==> src/rtl/data_cache_ctrl.sv <==
`default_nettype none
// ============================================================================
// Module   : data_cache_ctrl
// Purpose  : Direct-mapped, write-through, no-write-allocate data cache
//            controller. Load hits return data combinationally; load misses
//            refill the whole block one word at a time; stores always go to
//            main memory and update the cached word only on a hit.
// Ports    : clk, rst_n         - clock, asynchronous active-low reset
//            MemRead/MemWrite   - load / store request from the decoder
//            addr, wdata        - byte address and store data from the core
//            rdata, stall       - load data and pipeline freeze
//            mem_rd_req/wr_req  - main-memory word read / write request
//            mem_addr/mem_wdata - main-memory word address and write data
//            mem_rdata/ready    - main-memory read data and completion pulse
// Revision : 1.0 - initial release
// ============================================================================
module data_cache_ctrl #(
  parameter int ADDR_W      = 10,
  parameter int NUM_BLOCKS  = 8,
  parameter int BLOCK_WORDS = 4
) (
  input  logic              clk,
  input  logic              rst_n,
  input  logic              MemRead,
  input  logic              MemWrite,
  input  logic [31:0]       addr,
  input  logic [31:0]       wdata,
  output logic [31:0]       rdata,
  output logic              stall,
  output logic              mem_rd_req,
  output logic              mem_wr_req,
  output logic [ADDR_W-1:0] mem_addr,
  output logic [31:0]       mem_wdata,
  input  logic [31:0]       mem_rdata,
  input  logic              mem_ready
);

  localparam int OFF_W = $clog2(BLOCK_WORDS);
  localparam int IDX_W = $clog2(NUM_BLOCKS);
  localparam int TAG_W = ADDR_W - 2 - OFF_W - IDX_W;

  typedef enum logic [1:0] {
    IDLE   = 2'd0,
    REFILL = 2'd1,
    WRITE  = 2'd2,
    WDONE  = 2'd3
  } state_t;

  state_t            r_state;
  state_t            w_state_nxt;
  logic [OFF_W-1:0]  r_cnt;
  logic [NUM_BLOCKS-1:0] r_valid;
  logic [TAG_W-1:0]  r_tag  [NUM_BLOCKS];
  logic [31:0]       r_data [NUM_BLOCKS][BLOCK_WORDS];

  logic [OFF_W-1:0]  w_off;
  logic [IDX_W-1:0]  w_idx;
  logic [TAG_W-1:0]  w_tag;
  logic              w_hit;
  logic              w_last;
  logic              w_stall;
  logic              w_cnt_clr;
  logic              w_refill_we;
  logic              w_store_we;
  logic              w_unused_addr_bits;

  assign w_off  = addr[2 +: OFF_W];
  assign w_idx  = addr[2 + OFF_W +: IDX_W];
  assign w_tag  = addr[ADDR_W-1 -: TAG_W];
  assign w_hit  = r_valid[w_idx] && (r_tag[w_idx] == w_tag);
  assign w_last = (r_cnt == OFF_W'(BLOCK_WORDS - 1));

  // Byte-lane and upper address bits are outside the cached address space.
  assign w_unused_addr_bits = ^{addr[31:ADDR_W], addr[1:0]};

  // Hit data is presented in every state; outside IDLE the core is stalled
  // and ignores it.
  assign rdata = w_hit ? r_data[w_idx][w_off] : 32'd0;

  // Stall is derived partly from the core inputs, so it is gated by reset to
  // stay low while rst_n is asserted.
  assign stall = w_stall & rst_n;

  always_comb begin
    w_state_nxt = r_state;
    w_stall     = 1'b0;
    mem_rd_req  = 1'b0;
    mem_wr_req  = 1'b0;
    mem_addr    = '0;
    mem_wdata   = 32'd0;
    w_cnt_clr   = 1'b0;
    w_refill_we = 1'b0;
    w_store_we  = 1'b0;
    case (r_state)
      IDLE: begin
        if (MemWrite) begin
          w_stall     = 1'b1;
          w_state_nxt = WRITE;
        end else if (MemRead && !w_hit) begin
          w_stall     = 1'b1;
          w_cnt_clr   = 1'b1;
          w_state_nxt = REFILL;
        end
      end
      REFILL: begin
        // The core holds addr while stalled, so tag/index stay stable
        // across the whole refill.
        w_stall    = 1'b1;
        mem_rd_req = 1'b1;
        mem_addr   = {w_tag, w_idx, r_cnt, 2'b00};
        if (mem_ready) begin
          w_refill_we = 1'b1;
          if (w_last) begin
            w_state_nxt = IDLE;
          end
        end
      end
      WRITE: begin
        w_stall    = 1'b1;
        mem_wr_req = 1'b1;
        mem_addr   = {addr[ADDR_W-1:2], 2'b00};
        mem_wdata  = wdata;
        if (mem_ready) begin
          w_store_we  = w_hit;
          w_state_nxt = WDONE;
        end
      end
      WDONE: begin
        // One unstalled cycle lets the store retire before IDLE would see
        // the same MemWrite again.
        w_state_nxt = IDLE;
      end
      default: begin
        w_state_nxt = IDLE;
      end
    endcase
  end

  always_ff @(posedge clk or negedge rst_n) begin
    if (!rst_n) begin
      r_state <= IDLE;
      r_cnt   <= '0;
      r_valid <= '0;
    end else begin
      r_state <= w_state_nxt;
      if (w_cnt_clr) begin
        r_cnt <= '0;
        // The block is overwritten word by word, so it must not hit until
        // the refill completes.
        r_valid[w_idx] <= 1'b0;
      end else if (w_refill_we) begin
        if (w_last) begin
          r_cnt          <= '0;
          r_valid[w_idx] <= 1'b1;
        end else begin
          r_cnt <= r_cnt + OFF_W'(1);
        end
      end
    end
  end

  // Data and tag storage carry no reset; the valid bits alone gate hits.
  always_ff @(posedge clk) begin
    if (w_refill_we) begin
      r_data[w_idx][r_cnt] <= mem_rdata;
      if (w_last) begin
        r_tag[w_idx] <= w_tag;
      end
    end
    if (w_store_we) begin
      r_data[w_idx][w_off] <= wdata;
    end
  end

endmodule
`default_nettype wire

==> config.mk <==
export PLATFORM = sky130hd
export DESIGN_NAME = data_cache_ctrl
export DESIGN_NICKNAME = d
export VERILOG_FILES = /design/src/rtl/data_cache_ctrl.sv
export SDC_FILE = /design/constraint.sdc
export NUM_CORES = 1
export LEC_CHECK = 0
export BUFFER_PORTS_ARGS = -buffer_cell sky130_fd_sc_hd__buf_2
export CORE_MARGIN = 1.5
export CORE_UTILIZATION = 61
export DETAILED_ROUTE_END_ITERATION = 7
export HOLD_SLACK_MARGIN = 0.06
export PLACE_DENSITY_LB_ADDON = 0.12
export SLEW_MARGIN = 20
export SYNTH_ARGS = -nofsm -noshare
export SYNTH_HDL_FRONTEND = slang
export SYNTH_SLANG_ARGS = --single-unit
==> constraint.sdc <==
create_clock -name clk -period 4.8 [get_ports clk]
set_input_delay 0.96 -clock clk [delete_from_list [all_inputs] [get_ports clk]]
set_output_delay 0.96 -clock clk [all_outputs]
set_load 0.02 [all_outputs]
==> impl_metrics.toml <==
[route]
vias_per_cell = 7.07
drc = 0
firstDrtPassIters = 5
dr_total_vias = 24700
route.antenna.remaining_nets = 0
drt-total-wl_mm = 115
drtIter0Drc = 3316
wl_per_cell_um = 33.1

[logic_synthesis]
yosysSeqAreaShare_pct = 80.0
yosysUniqueCellTypes = 41
syn_area_um2 = 39700
synthCells = 2267
yosysWarnings = 0
synth_edf_count = 1048
synth.avg_cell_area_um2 = 17.5
synthArstFlopShare_pct = 1.13
synth-seq-cells = 1060
synth_flop_cell = "edfxtp_1"

[timing]
final.min_clock_period_ns = 4.69
hold_violations = 0
fin_worst_skew_ns = 0.0247
clock.fmax_mhz = 213
worst_slew_pin_slew_ns = 1.18
setup_violations = 0
fin_crit_sh_pct = 97.6
rsz0062_at_grt = "no"
slew-limit-headroom_pct = 21.5
slew_violations = 0

[cells_and_area]
final_area_um2 = 46600
regArea_um2 = 31800
fin_util_pct = 72.3
layout_commonest_cell = "edfxtp_1"
final_cell_mix = "1048 x edfxtp_1, 577 x o22ai_1, 151 x buf_2"
drive_above_1_share_pct = 25.4
area_growth_pct = 17.2
multi_input_area_um2 = 7540
nNetsFinal = 2666
n_fill_cell = 3939

[placement]
io_buffers = 151
dpl.hpwl_mm = 68.7
place_congestion = 0.829
dpl_cell_area_um2 = 43300

[cts]
cts_inserted_buffers = 102
htreeDepth = 3
cts-root-buf = "clkbuf_16"
holdBufCountCts = 0
cts_sinks = 1060
clkTransAtPathRegs_ns = 0.06
clkLatencyLatePin_ns = 0.66
cts_tree = "built"
cts_buffer_depth = 3

[setup_path]
cp.buffers_inverters = 4
worstPathArrival_ns = 3.73
critPathSlowestCell = "or4_4"
reg2reg_depth = 7
critPathLaunchType = "input pin"
cp_max_fo = 13
critical_path_depth = 9
worstPathCellList = "buf_2, mux2i_1, mux4_2, xnor2_1, or4_4, buf_4, nor3_1, buf_4, buf_2"
required_ns = 3.84
cp_top_family = "simple AND/OR/NAND/NOR gates"
path_class = "input pin to output port"
critical-path-max-stage-delay_ns = 0.68
critPathCaptureType = "output port"

[global_routing]
antenna_found_initial = 1
grt_overflow = 0
grt_pass1_vias = 24500
grt_use_total_pct = 34.8
grt_pass1_wl_mm = 166
grt_max_degree = 49

[min_path]
hold_class = "input pin to asynchronous set/reset pin"

[floorplan]
die_w_um = 258
start_util_pct = 61.7
dieArea_um2 = 66600
num_io_pins = 178
fp-row-count = 93
core-area_um2 = 64300
fp.dieH_um = 258

[pwr]
peakVddDrop_mv = 0.330
power_density_nw_per_um2 = 424
power.leakage_nw = 15.1
finalPower_w = 0.0197

[run]
drv_cap = 0

[run_status]
status = "complete, no violations"
per-stage QoR:
stage / hold slack, ns / TNS (ns) / setup WS, ns / std cells
2_1_floorplan: 0.465 / -14.80 / -0.0578 / 2268
3_3_place_gp: 0.477 / 0 / 0.122 / 3306
3_5_place_dp: 0.491 / 0 / 0.108 / 3306
4_1_cts: 0.177 / 0 / 0.0620 / 3489
5_1_grt: 0.203 / 0 / 0.00418 / 3491
6_report: 0.187 / 0 / 0.114 / 3492
logic make-up after synthesis:
| logic type | Yosys count | share of synthesized area (%) |
|---|---|---|
| and+or+nand+nor | 281 | 4.04 |
| other | 1 | 0.00944 |
| AOI/OAI and AO/OA | 602 | 9.57 |
| adders and majority gates | 8 | 0.252 |
| DFF | 1060 | 80.0 |
| xor gates and xnor gates | 3 | 0.0662 |
| buffers and inverters | 166 | 1.83 |
| muxes | 146 | 4.24 |
synthesized netlist by cell type, drive strengths merged (4+ instances only):
cell	n	area (um^2)
inv	6	22.5
dfrtp	12	300
edfxtp	1048	31500
nor2b	6	37.5
nor4	129	807
mux2i	13	130
and2	38	238
a21oi	4	20.0
nor3	36	214
clkbuf	109	409
mux2	128	1440
nand3	4	20.0
o22ai	577	3610
buf	51	294
ha	8	100
nor2	48	180
nand2b	4	25.0
o32a	6	60.1
nand2	10	37.5
mux4	5	113
routing by layer:
layer,track usage [%],up-vias,share of wire (%)
met4,13.8,0,4.1
li1,-,10200,-
met1,48.2,12500,36
met5,0,-,0
met2,56.1,1785,48
met3,5.72,276,11
final cells by class:
| cell class | count | share of cell area (%) |
|---|---|---|
| diodes | 1 | 0.00538 |
| clock buffers | 122 | 5.83 |
| clock inverters | 61 | 1.06 |
| inverters | 6 | 0.0484 |
| multi-input cells | 1042 | 16.2 |
| flip-flops and latches | 1060 | 68.2 |
| well taps | 855 | 2.30 |
| repair buffers | 345 | 6.31 |
registers in the layout, summed over array words and instances (netlist names), named ones only:
| register | cells |
|---|---|
| r_tag | 24 |
| r_cnt | 2 |
| r_data | 1024 |
| r_state | 2 |
final timing paths:
path,startpoint,end,slack [ns]
max in group asynchronous,rst_n,asynchronous set/reset pin,4.39
worst min register to register,flip-flop,flip-flop,0.50
worst max register to register,r_tag[6][2],r_data[2][16],1.36
worst max-delay path,addr[4],rdata[23],0.11
min in group clk,flip-flop,flip-flop,0.50
worst min-delay path,rst_n,r_state[0],0.19
power by group:
group	leakage [nW]	switching (W)	total, W	internal, W
clock	1.57	0.00333	0.00772	0.00439
combinational	3.97	0.00112	0.00167	0.000549
sequential	9.58	0.0000502	0.0103	0.0103
what timing repair did:
action / CTS / global route
resized for setup: 0 / 1
endpoints found under the setup margin: 0 / 3
setup buffers: 0 / 2
Note: power is estimated with default switching activity, not from simulation.
